[src/rtl/microcode_sequencer.sv]
// Next-state sequencer for the microprogrammed control unit; holds the microstore address.
// Latency: one cycle; inputs sampled in a cycle appear as the new state after its rising edge.
// Backpressure: WAIT with moc low holds the state for up to TIMEOUT cycles, then halts in FAULT_STATE.
module microcode_sequencer #(
   parameter int                 STATE_W     = 10,
   parameter logic [STATE_W-1:0] RESET_STATE = 10'd0,
   parameter logic [STATE_W-1:0] FETCH_STATE = 10'd1,
   parameter logic [STATE_W-1:0] FAULT_STATE = 10'd1023,
   parameter int                 TIMEOUT     = 15
) (
   input  logic               clk,
   input  logic               reset,
   input  logic [STATE_W-1:0] encoded_state,
   input  logic [2:0]         next_sel,
   input  logic [STATE_W-1:0] jump_addr,
   input  logic               cond_pass,
   input  logic               moc,
   output logic [STATE_W-1:0] state,
   output logic               wait_active,
   output logic               mem_fault,
   output logic               illegal_op
);

   typedef enum logic [2:0] {
      SEL_INC    = 3'b000,
      SEL_JUMP   = 3'b001,
      SEL_DECODE = 3'b010,
      SEL_FETCH  = 3'b011,
      SEL_CJUMP  = 3'b100,
      SEL_WAIT   = 3'b101
   } sel_e;

   // Last count value at which a still-low moc turns into a timeout.
   localparam logic [7:0] WAIT_LAST = 8'(TIMEOUT - 1);

   logic [STATE_W-1:0] state_nxt;
   logic [STATE_W-1:0] state_inc;
   logic [7:0]         wait_cnt;
   logic [7:0]         wait_cnt_nxt;
   logic               set_mem_fault;
   logic               set_illegal_op;
   logic               in_fault;

   assign state_inc = state + STATE_W'(1);
   assign in_fault  = (state == FAULT_STATE);

   // Registered state, wait counter and sticky fault flags; reset wins over everything.
   always_ff @(posedge clk) begin
      if (reset) begin
         state      <= RESET_STATE;
         wait_cnt   <= 8'd0;
         mem_fault  <= 1'b0;
         illegal_op <= 1'b0;
      end else begin
         state    <= state_nxt;
         wait_cnt <= wait_cnt_nxt;
         if (set_mem_fault)  mem_fault  <= 1'b1;
         if (set_illegal_op) illegal_op <= 1'b1;
      end
   end

   // Next-state selection; the counter only survives a cycle that holds in WAIT.
   always_comb begin
      state_nxt      = state;
      wait_cnt_nxt   = 8'd0;
      set_mem_fault  = 1'b0;
      set_illegal_op = 1'b0;
      wait_active    = 1'b0;
      if (in_fault) begin
         // Absorbing: only reset leaves the fault state.
         state_nxt = FAULT_STATE;
      end else begin
         case (next_sel)
            SEL_INC:  state_nxt = state_inc;
            SEL_JUMP: state_nxt = jump_addr;
            SEL_DECODE: begin
               if (!cond_pass) begin
                  state_nxt = FETCH_STATE;
               end else if (encoded_state == '0) begin
                  state_nxt      = FAULT_STATE;
                  set_illegal_op = 1'b1;
               end else begin
                  state_nxt = encoded_state;
               end
            end
            SEL_FETCH: state_nxt = FETCH_STATE;
            SEL_CJUMP: state_nxt = cond_pass ? jump_addr : state_inc;
            SEL_WAIT: begin
               wait_active = !moc;
               if (moc) begin
                  // moc wins even on the timeout cycle.
                  state_nxt = state_inc;
               end else if (wait_cnt == WAIT_LAST) begin
                  state_nxt     = FAULT_STATE;
                  set_mem_fault = 1'b1;
               end else begin
                  state_nxt    = state;
                  wait_cnt_nxt = wait_cnt + 8'd1;
               end
            end
            // Reserved selectors fall back to instruction fetch without flagging.
            default: state_nxt = FETCH_STATE;
         endcase
      end
   end

endmodule

[config.mk]
export PLATFORM = sky130hd
export DESIGN_NAME = microcode_sequencer
export DESIGN_NICKNAME = d
export VERILOG_FILES = /design/src/rtl/microcode_sequencer.sv
export SDC_FILE = /design/constraint.sdc
export NUM_CORES = 1
export LEC_CHECK = 0
export ABC_CLOCK_PERIOD_IN_PS = 4600
export CAP_MARGIN = 15
export CORE_MARGIN = 2
export CORE_UTILIZATION = 51
export CTS_CLUSTER_SIZE = 20
export DETAILED_ROUTE_END_ITERATION = 12
export PLACE_DENSITY = 0.94
export SLEW_MARGIN = 20
export SYNTH_ARGS = -nofsm -noshare
export SYNTH_HDL_FRONTEND = slang
export SYNTH_SLANG_ARGS = --single-unit
[constraint.sdc]
create_clock -name clk -period 4.6 [get_ports clk]
set_clock_uncertainty 0.1 [all_clocks]
set_input_delay 0.92 -clock clk [delete_from_list [all_inputs] [get_ports clk]]
set_output_delay 0.92 -clock clk [all_outputs]
set_load 0.01 [all_outputs]
### Word-level counts from Yosys, hierarchy flattened

Index checks and enable logic that the tools add are counted.

* bits in registers: 20
* input bits: 27
* output and inout port bits: 13
* logic and storage cells: 35

* $add $sub $neg: 2
* equal/unequal tests: 7
* mux-type cells: 17
* bitwise operators: 1
* reduce and logical (&&, ||, !) cells: 4

Operators with widths (number)
* 10-bit two-way mux: 6
* 10-bit case mux with 5 select lines: 1
* 10-bit by 1-bit adder with 10-bit output (second input constant): 1
* 10-bit == test (second input constant): 1
* 10-bit logical NOT: 1
* 1-bit two-way mux: 10
* 8-bit by 1-bit adder with 8-bit output (second input constant): 1
* 8-bit by 4-bit == test with 1-bit output (second input constant): 1
* 3-bit == test (second input constant): 2
* 5-bit OR reduction: 1
* 4-bit != test (second input constant): 1
* 3-bit by 1-bit == test with 1-bit output (second input constant): 1
* 3-bit by 2-bit == test with 1-bit output (second input constant): 1
* 3-bit logical NOT: 1
* 1-bit logical NOT: 1
* 1-bit NOT: 1

### Logic depth before layout (Yosys ltp)

Gate-level depths: netlist (run 1).

* depth after elaboration: 5
* depth in mapped cells: 7
* mapped depth without buffers: 6

### Worst setup path before layout (run 1)

No wires, ideal clock.

* path type: input port to output port
* start: input next_sel[1]
* end: output wait_active
* data arrival time: 1455 ps
* required time: 3580 ps
* path slack: 2125 ps
* stages on the path: 3
* buffers on the path: 1
* cells stage by stage: nand4bb_1 > buf_2 > nor2_1

* cells in the longest elaborated chain, start to end: 3

Ends and longest elaborated chain
* start: declaration: line 14 `input logic [2:0] next_sel,`
* 3-bit == test: line 73 `case (next_sel)`
* 1-bit two-way mux: line 73
* 1-bit two-way mux: line 69 `if (in_fault) begin`
* end: declaration: line 19 `output logic wait_active,`

Every way passes these cells.

### Final worst setup path (run 1)

Same ends and word-level chain as after synthesis.

==> impl_metrics.tcl, run 1 <==
set metrics [dict create \
    setup_tns_ps 0 \
    track_usage_pct 28.9 \
    required_ps 3580 \
    antenna_found_initial 0 \
    p_switching_uw 102 \
    ctsResizeCount 0 \
    rsz0062_at_grt "false" \
    p_sw_share_pct 24.8 \
    clock_sinks 20 \
    finalSetupViolations 0 \
    p_int_uw 311 \
    ys.flop_type "dfxtp_1" \
    num_vias 1607 \
    yosysWarnings 0 \
    cts_tree "yes" \
    grt_pass1_vias 1549 \
    post_cts_buffers 0 \
    n_fill_cell 200 \
    fin_total_pwr_uw 413 \
    hold_class "reg -> reg" \
    finalCriticalPeriod_ps 3840 \
    dr.pass1.iters 6 \
    die_w_microns 56.3 \
    hold_viol 0 \
    grt_max_degree 19 \
    ir_worst_vdd_mv 0.283 \
    ys_types 42 \
    path_clk_slew_ps 120 \
    first_iter_violations 107 \
    root_buffer "clkbuf_4" \
    routed_wl_mm 4.30 \
    endpoint_kind "output port" \
    avgSynthCellArea_sq_um 7.87 \
    hpwl_mm 3.25 \
    nNetsFinal 247 \
    maxCapViolCount 0 \
    fin_crit_sh_pct 83.4 \
    clock_latency_ps 300 \
    async_flop_share_pct 0 \
    arrival_ps 2820 \
    num_io_pins 40 \
    final_core_util_pct 73.8 \
    io_buffer_count 39 \
    comb_power_share_pct 20.7 \
    cp_max_fo 15 \
    postRouteAntennaNets 0 \
    cellLeakagePower_nw 0.602 \
    p_seq_share_pct 44.7 \
    power_frac_clock_pct 34.6 \
    maxSlewViolCount 0 \
    post_route_cells_drive_above_1_share_pct 7.87 \
    synthCells 177 \
    r2r_setup_slack_ps 2400 \
    timing_worst_setup_path_type "in -> out" \
    status "finished clean" \
    synth-seq-cells 20 \
    fmax_mhz 261 \
    die_y_microns 56.3 \
    antenna-diode-count 0 \
    route.detailed.drc 0 \
    hold_buffers 0 \
    die-area_sq_um 3160 \
    relSlewSlack_pct 48.7 \
    routedWlPerCell_microns 17.5 \
    p_per_area_nw_per_um2 222 \
    gp_congestion 0.932 \
    synthToLayoutAreaGrowth_pct 33.7 \
    ctsLongestPathBuffers 2 \
    synthesis.nets 207 \
    syn-cell-area_sq_um 1390 \
    synth_edf_count 0 \
    start_util_pct 55.2 \
    rows 18 \
    h-tree-depth 1 \
    core_region_area_sq_um 2520 \
    synth-seq-area-share_pct 28.8 \
    numCtsBuffers 3 \
    grt_overflow 0 \
    viasPerCell 6.53 \
    tightest_slew_ps 768 \
    cp-start-kind "input port" \
    grt_pass1_wl_mm 7.35 \
]
==> critical path, cell delays in order <==
cell and delay, ps:
clkdlybuf4s50_1 680, nand4bb_1 330, buf_4 210, nor2_1 120, clkdlybuf4s50_1 550
==> synth_stat cells (all sizes together) (4+ instances only) <==
| cell | n | area share (%) |
|---|---|---|
| nor4 | 5 | 4.0 |
| a31oi | 7 | 4.2 |
| a211oi | 6 | 3.2 |
| xor2 | 7 | 4.4 |
| dfxtp | 20 | 29 |
| nor3 | 4 | 1.8 |
| a21oi | 20 | 7.5 |
| nand3 | 6 | 2.2 |
| o21ai | 12 | 4.3 |
| or3 | 4 | 1.8 |
| inv | 7 | 1.9 |
| nor2 | 17 | 4.6 |
| a32oi | 5 | 3.1 |
| nand2 | 11 | 3.0 |
| nor2b | 6 | 2.7 |
==> flip-flops by register name, summed over array words and instances (netlist names) <==
register	flops
wait_cnt	8
illegal_op	1
state	10
mem_fault	1
==> power by group through the flow <==
stage / sequential [mW] / clock (mW) / combinational (mW)
global route: 0.185 / 0.154 / 0.0928
detailed placement: 0.188 / 0 / 0.0838
CTS: 0.184 / 0.144 / 0.0843
floorplan: 0.188 / 0 / 0.0373
global placement: 0.188 / 0 / 0.0802
finish: 0.185 / 0.143 / 0.0856
==> final cells by class <==
| type | instances | area (sq um) | share of cell area, % |
|---|---|---|---|
| timing repair buffer | 41 | 405 | 21.8 |
| inverter | 7 | 26.3 | 1.41 |
| clock inverter | 1 | 30.0 | 1.61 |
| clock buffer | 3 | 22.5 | 1.21 |
| tap | 30 | 37.5 | 2.02 |
| multi-input combinational | 144 | 940 | 50.5 |
| sequential | 20 | 400 | 21.5 |
==> layer usage <==
metal | GRT usage, % | part of all wire (%)
met1 | 37.5 | 41
met4 | 5.44 | 1.7
met3 | 7.14 | 8.7
met5 | 0 | 0
met2 | 48.7 | 48
==> cell usage in the layout (no fill, tap or decap), types with 2 or more instances in the layout <==
master	netlist	routed
buf_4	0	2
nand2_1	11	11
a21o_1	2	2
xnor2_1	3	3
xor2_1	7	7
a31oi_1	6	6
a311oi_1	3	3
clkbuf_4	0	3
nor3_1	3	3
a32oi_1	5	5
o21ai_0	11	11
clkdlybuf4s50_1	0	39
a211oi_1	6	6
o22ai_1	3	3
o2bb2ai_1	3	3
dfxtp_1	20	20
nor2_1	17	17
nor2b_1	6	6
nand4_1	3	3
nand3_1	6	6
ha_1	3	3
inv_1	7	7
or3_1	4	4
nand3b_1	2	2
a21oi_1	19	19
nor4_2	4	4
==> cells by family after synthesis <==
group                    share of synthesized area, %
AO/OA/AOI/OAI                                    31.1
AND/OR/NAND/NOR                                  26.7
flip-flops                                       28.8
buffers and inverters                            3.77
XOR/XNOR                                         6.29
adder cells (fa/ha/maj)                          2.70
multiplexers                                    0.719
==> final timing paths <==
check	to	cells after the start	start
max	wait_active	5	next_sel[1]
min	illegal_op	2	illegal_op
max reg2reg	state[7]	7	state[0]
min reg2reg	illegal_op	2	illegal_op
==> per-stage QoR <==
step	hold slack, ps	cells	setup WS, ps	area, sq um
after CTS	406	246	798	1860
after detailed placement	371	242	819	1810
after global routing	447	246	678	1860
after floorplan	341	177	2120	1390
after global placement	350	242	869	1810
final	404	246	763	1860
Note: power is estimated with default switching activity, not from simulation.
==> run 2, diff against run 1 <==
Settings changed: ABC_CLOCK_PERIOD_IN_PS 4600 to 3250, CORE_UTILIZATION 51 to 43, PLACE_DENSITY 0.94 to 0.85.
Clock period 4.6 ns to 3.25 ns, I/O delays scaled along.
==> run 2 against run 1 <==
Compared with the run above:
- die area up 17%
- via count down 3.2%
- sequential share of layout area down 0.54 points
- final cell count up 7.3%
- wire length down 13%
- global-route usage down 6.3 points
- power up 43%
- sequential power up 40%
- clock power up 44%
- largest cell class unchanged
==> impl_metrics.tcl, run 2 (same netlist as run 1, synthesis figures left out) <==
set metrics [dict create \
    status "finished clean" \
    hold_buffers 0 \
    p_seq_share_pct 43.9 \
    ir_worst_vdd_mv 0.208 \
    hold_end "mem_fault" \
    die_w_microns 60.9 \
    required_ps 2500 \
    fmax_mhz 340 \
    maxSlewViolCount 0 \
    fin_crit_sh_pct 90.4 \
    rsz0062_at_grt "false" \
    ctsLongestPathBuffers 2 \
    hold_viol 0 \
    post_cts_buffers 0 \
    r2r-start "state[1]" \
    reg_top3 "state (10), wait_cnt (8)" \
    maxCapViolCount 0 \
    track_usage_pct 22.5 \
    place_area_sq_um 1860 \
    hold_class "reg -> reg" \
    rr_endpoint "state[7]" \
    viasPerCell 5.89 \
    grt_pass1_wl_mm 6.35 \
    hpwl_mm 2.94 \
    final_core_util_pct 62.0 \
    n_fill_cell 280 \
    route.detailed.drc 0 \
    reg2reg_depth 7 \
    whs_path_depth 2 \
    comb_power_share_pct 21.0 \
    hold_path_startpoint "mem_fault" \
    r2r_setup_slack_ps 1120 \
    rows 20 \
    most-common-layout-cells "39 x clkdlybuf4s50_1, 20 x dfxtp_1, 19 x a21oi_1, 17 x nor2_1" \
    ctsResizeCount 0 \
    grt_overflow 0 \
    p_int_uw 444 \
    clock_latency_ps 310 \
    final_common_cell "clkdlybuf4s50_1" \
    routed_wl_mm 3.72 \
    finalInstanceArea_sq_um 1910 \
    cp_max_fo 6 \
    power_frac_clock_pct 35.1 \
    endpoint_kind "output port" \
    start_util_pct 45.2 \
    regMostFlops "state" \
    post_route_cells_drive_above_1_share_pct 9.55 \
    first_iter_violations 84 \
    largest_reg_flops 10 \
    io_buffer_count 39 \
    tightest_slew_ps 525 \
    synthToLayoutAreaGrowth_pct 37.1 \
    setup_tns_ps 0 \
    antenna_found_initial 0 \
    core_region_area_sq_um 3080 \
    die_y_microns 60.9 \
    h-tree-depth 1 \
    grt_max_degree 18 \
    p_per_area_nw_per_um2 308 \
    cts_tree "yes" \
    finalSetupViolations 0 \
    grt_pass1_vias 1436 \
    cp-start-kind "flop" \
    clock_sinks 20 \
    die-area_sq_um 3710 \
    dr.pass1.iters 5 \
    numCtsBuffers 3 \
    routedWlPerCell_microns 14.1 \
    nNetsFinal 251 \
    num_io_pins 40 \
    root_buffer "clkbuf_4" \
    finalCriticalPeriod_ps 2940 \
    p_switching_uw 145 \
    num_vias 1556 \
    path_clk_slew_ps 120 \
    gp_congestion 0.889 \
    relSlewSlack_pct 64.9 \
    arrival_ps 2190 \
    cellLeakagePower_nw 0.622 \
    antenna-diode-count 0 \
    timing_worst_setup_path_type "reg -> out" \
    p_sw_share_pct 24.7 \
    postRouteAntennaNets 0 \
]
-- run 2: changes by cell type in the layout (fill, tap and decap cells not counted), sizes merged --
cell  previous run  this run
buf              2         6
-- run 2: metal layers --
metal	track usage [%]	share of wire [%]
met5	0	0
met4	3.42	0.83
met3	4.26	4.5
met2	38.2	48
met1	30.4	47
-- run 2: power by group through the flow --
stage | Clock, mW | Sequential [mW] | Combinational [mW]
final | 0.206 | 0.259 | 0.124
after global placement | 0 | 0.264 | 0.121
after detailed placement | 0 | 0.264 | 0.123
after floorplan | 0 | 0.266 | 0.0528
after global routing | 0.221 | 0.260 | 0.135
after CTS | 0.213 | 0.258 | 0.123
-- run 2: worst max path at each step --
stage	startpoint	to	slack, ps
after floorplan	state[0]	wait_active	1080
after global placement	next_sel[0]	wait_active	380
after detailed placement	next_sel[0]	wait_active	340
after CTS	state[1]	wait_active	320
after global routing	state[1]	wait_active	190
final	state[1]	wait_active	310
-- run 2: area by class of cell --
| cell class | instances | area, sq um | area share [%] |
|---|---|---|---|
| flip-flops and latches | 20 | 400 | 21.0 |
| inverters | 7 | 26.3 | 1.38 |
| well taps | 44 | 55.1 | 2.88 |
| clock inverters | 1 | 30.0 | 1.57 |
| repair buffers | 45 | 435 | 22.8 |
| multi-input cells | 144 | 940 | 49.2 |
| clock buffers | 3 | 22.5 | 1.18 |
-- run 2: critical path: stages, from the launching register on --
cell	delay, ps
dfxtp_1	430
ha_1	240
nand4_1	280
nor3_2	340
nor2_1	100
clkdlybuf4s50_1	480
-- run 2: through the flow --
stage,power (mW),setup slack (ps),hold WS (ps),cells
floorplan,0.319,1080,341,177
global placement,0.385,377,355,260
detailed placement,0.387,340,366,260
CTS,0.595,321,396,264
global route,0.615,186,419,264
finish,0.589,311,388,264
==> RTL edit, RTL diff (config.mk and constraints of run 1) <==
Put one more register stage on the output `mem_fault`, cleared by the reset. The value now appears one clock later. The other outputs are not delayed to match.
--- a/src/rtl/microcode_sequencer.sv
+++ b/src/rtl/microcode_sequencer.sv
@@ -33,6 +33,8 @@
    // Last count value at which a still-low moc turns into a timeout.
    localparam logic [7:0] WAIT_LAST = 8'(TIMEOUT - 1);
 
+   logic mem_fault_s0;
+
    logic [STATE_W-1:0] state_nxt;
    logic [STATE_W-1:0] state_inc;
    logic [7:0]         wait_cnt;
@@ -49,12 +51,12 @@
       if (reset) begin
          state      <= RESET_STATE;
          wait_cnt   <= 8'd0;
-         mem_fault  <= 1'b0;
+         mem_fault_s0 <= 1'b0;
          illegal_op <= 1'b0;
       end else begin
          state    <= state_nxt;
          wait_cnt <= wait_cnt_nxt;
-         if (set_mem_fault)  mem_fault  <= 1'b1;
+         if (set_mem_fault)  mem_fault_s0 <= 1'b1;
          if (set_illegal_op) illegal_op <= 1'b1;
       end
    end
@@ -104,5 +106,13 @@
       end
    end
 
+   always_ff @(posedge clk) begin
+      if (reset) begin
+         mem_fault <= '0;
+      end else begin
+         mem_fault <= mem_fault_s0;
+      end
+   end
+
 endmodule
 
Check against the original RTL: same outputs for any inputs over 10 cycles, from zero or initial values and one cycle with reset high; that may be too few to reach the edited logic, so the function may still have changed.
==> RTL edit against run 1 <==
Global-route usage decreased by 4.6 points; die area increased by 9.7%; worst setup slack improved by 0.27 ns; sequential share of layout area increased by 0.17 points; worst hold slack got worse by 0.047 ns; highest routed layer unchanged; sequential cell count increased by 1; routed wire length decreased by 8.7%; largest cell class unchanged; count of clock-buffer cells in the layout increased by 1; register-to-register slack improved by 0.12 ns; total power decreased by 9.0%; final area increased by 4.2%; clock power decreased by 36%; the flow now finishes with violations (DRC); area after synthesis increased by 10%.
==> RTL edit: results (changes against run 1) <==
| Metric | Value |
|---|---|
| Clock-cell share | 1.35% (-1.5 points) |
| WHS Path Cells | 1 (-1) |
| Number of global-route vias before repair | 1,440 (-7.0%) |
| Number of sequential cells | 21 (+5.0%) |
| Outcome | complete, but fails checks |
| Post-synthesis net count | 212 (+2.4%) |
| Share of synthesized area occupied by flip-flops and latches | 27.3% (-1.4 points) |
| Non-clock buffers, area share | 20.9% (-0.87 points) |
| Average wire per cell in the routed design | 15.8 um (-9.5%) |
| Fin Hold WS | 0.356 ns (-0.0474 ns) |
| Detailed-routing wirelength on met1 | 1.71 mm (-3.5%) |
| Largest stage delay on the critical path | 0.71 ns (+0.03 ns) |
| Origin of the worst min-delay path | mem_fault_s0$_SDFFE_PP0P_ |
| Netlist cell types | 56 (+33%) |
| Type of the most critical hold path | reg2reg |
| Fraction of area in registers | 21.7% (+0.17 points) |
| Pin slew with the least headroom to its limit | 0.663 ns (-0.105 ns) |
| Initial DRC Count | 138 (+29%) |
| Post-Place Cell Area | 1910 um2 (+5.7%) |
| Largest fanout of any net on the critical path | 12 (-3) |
| M1 GR Usage | 30.2% (-7.3 points) |
| Post-route non-filler standard cell count | 248 (+0.81%) |
| Fill cell instance count of the final layout | 219 (+9.5%) |
| Most used standard cells in the synthesized netlist | sky130_fd_sc_hd__dfxtp_1 (21), sky130_fd_sc_hd__nor2_1 (18), sky130_fd_sc_hd__a21oi_1 (16), sky130_fd_sc_hd__o21ai_0 (11), sky130_fd_sc_hd__nand2_1 (10) |
| Count of inverters not on the clock network in the layout | 8 (+1) |
| Ant diodes | 0 (unchanged) |
| First-pass detailed-route iteration total | 10 (+4) |
| Global placer's final weighted congestion | 0.981 (+5.3%) |
| Met2 WL post-DR | 1.93 mm (-7.1%) |
| Half-perimeter wire length after detailed placement | 3.03 mm (-6.8%) |
| Worst Hold End | mem_fault$_SDFF_PP0_ |
| Pin count of the biggest net entering global routing | 23 (+4) |
| Count of inserted tapcells | 31 (+3.3%) |
| Number of vias after detailed routing | 1,543 (-4.0%) |
| Share of cells above drive strength 1 | 9.22% (+1.3 points) |
| Overall routing resource usage | 24.2% (-4.6 points) |
| Placed cells | 244 (+0.83%) |
| Failing checks | DRC |
| Layout multi-input combinational cell count | 143 (-0.69%) |
| Met3 Wirelength | 233 um (-38%) |
| Post-placement worst setup slack | 1.04 ns (+0.217 ns) |
| Worst R2R End | mem_fault_s0$_SDFFE_PP0P_ |
| Drt drc | 2 (+2) |
| Leakage power of the design | 0.673 nW (+12%) |
| Peak supply drop | 0.150 mV (-47%) |
| Number of synthesis warnings | 0 (unchanged) |
## RTL edit: worst max path at each step
| stage | startpoint | end | slack, ns |
|---|---|---|---|
| 6_report | next_sel[0] | wait_active | 1.04 |
| 5_1_grt | next_sel[1] | wait_active | 0.95 |
| 4_1_cts | next_sel[0] | wait_active | 1.03 |
| 3_5_place_dp | next_sel[0] | wait_active | 1.04 |
| 3_3_place_gp | next_sel[0] | wait_active | 1.06 |
| 2_1_floorplan | next_sel[2] | wait_active | 2.17 |
## RTL edit: cell families after synthesis
| logic type | Yosys count | share of synthesized area [%] |
|---|---|---|
| simple gates | 67 | 28.2 |
| compound gates | 60 | 28.2 |
| flops | 21 | 27.3 |
| buf+inv | 18 | 6.43 |
| xor+xnor | 13 | 7.40 |
| fa+ha+maj | 3 | 2.44 |
## RTL edit: power by group
| group | internal (mW) | switching (mW) |
|---|---|---|
| sequential | 0.186 | 0.00786 |
| combinational | 0.0484 | 0.0416 |
| clock | 0.0339 | 0.0583 |
| total | 0.268 | 0.108 |
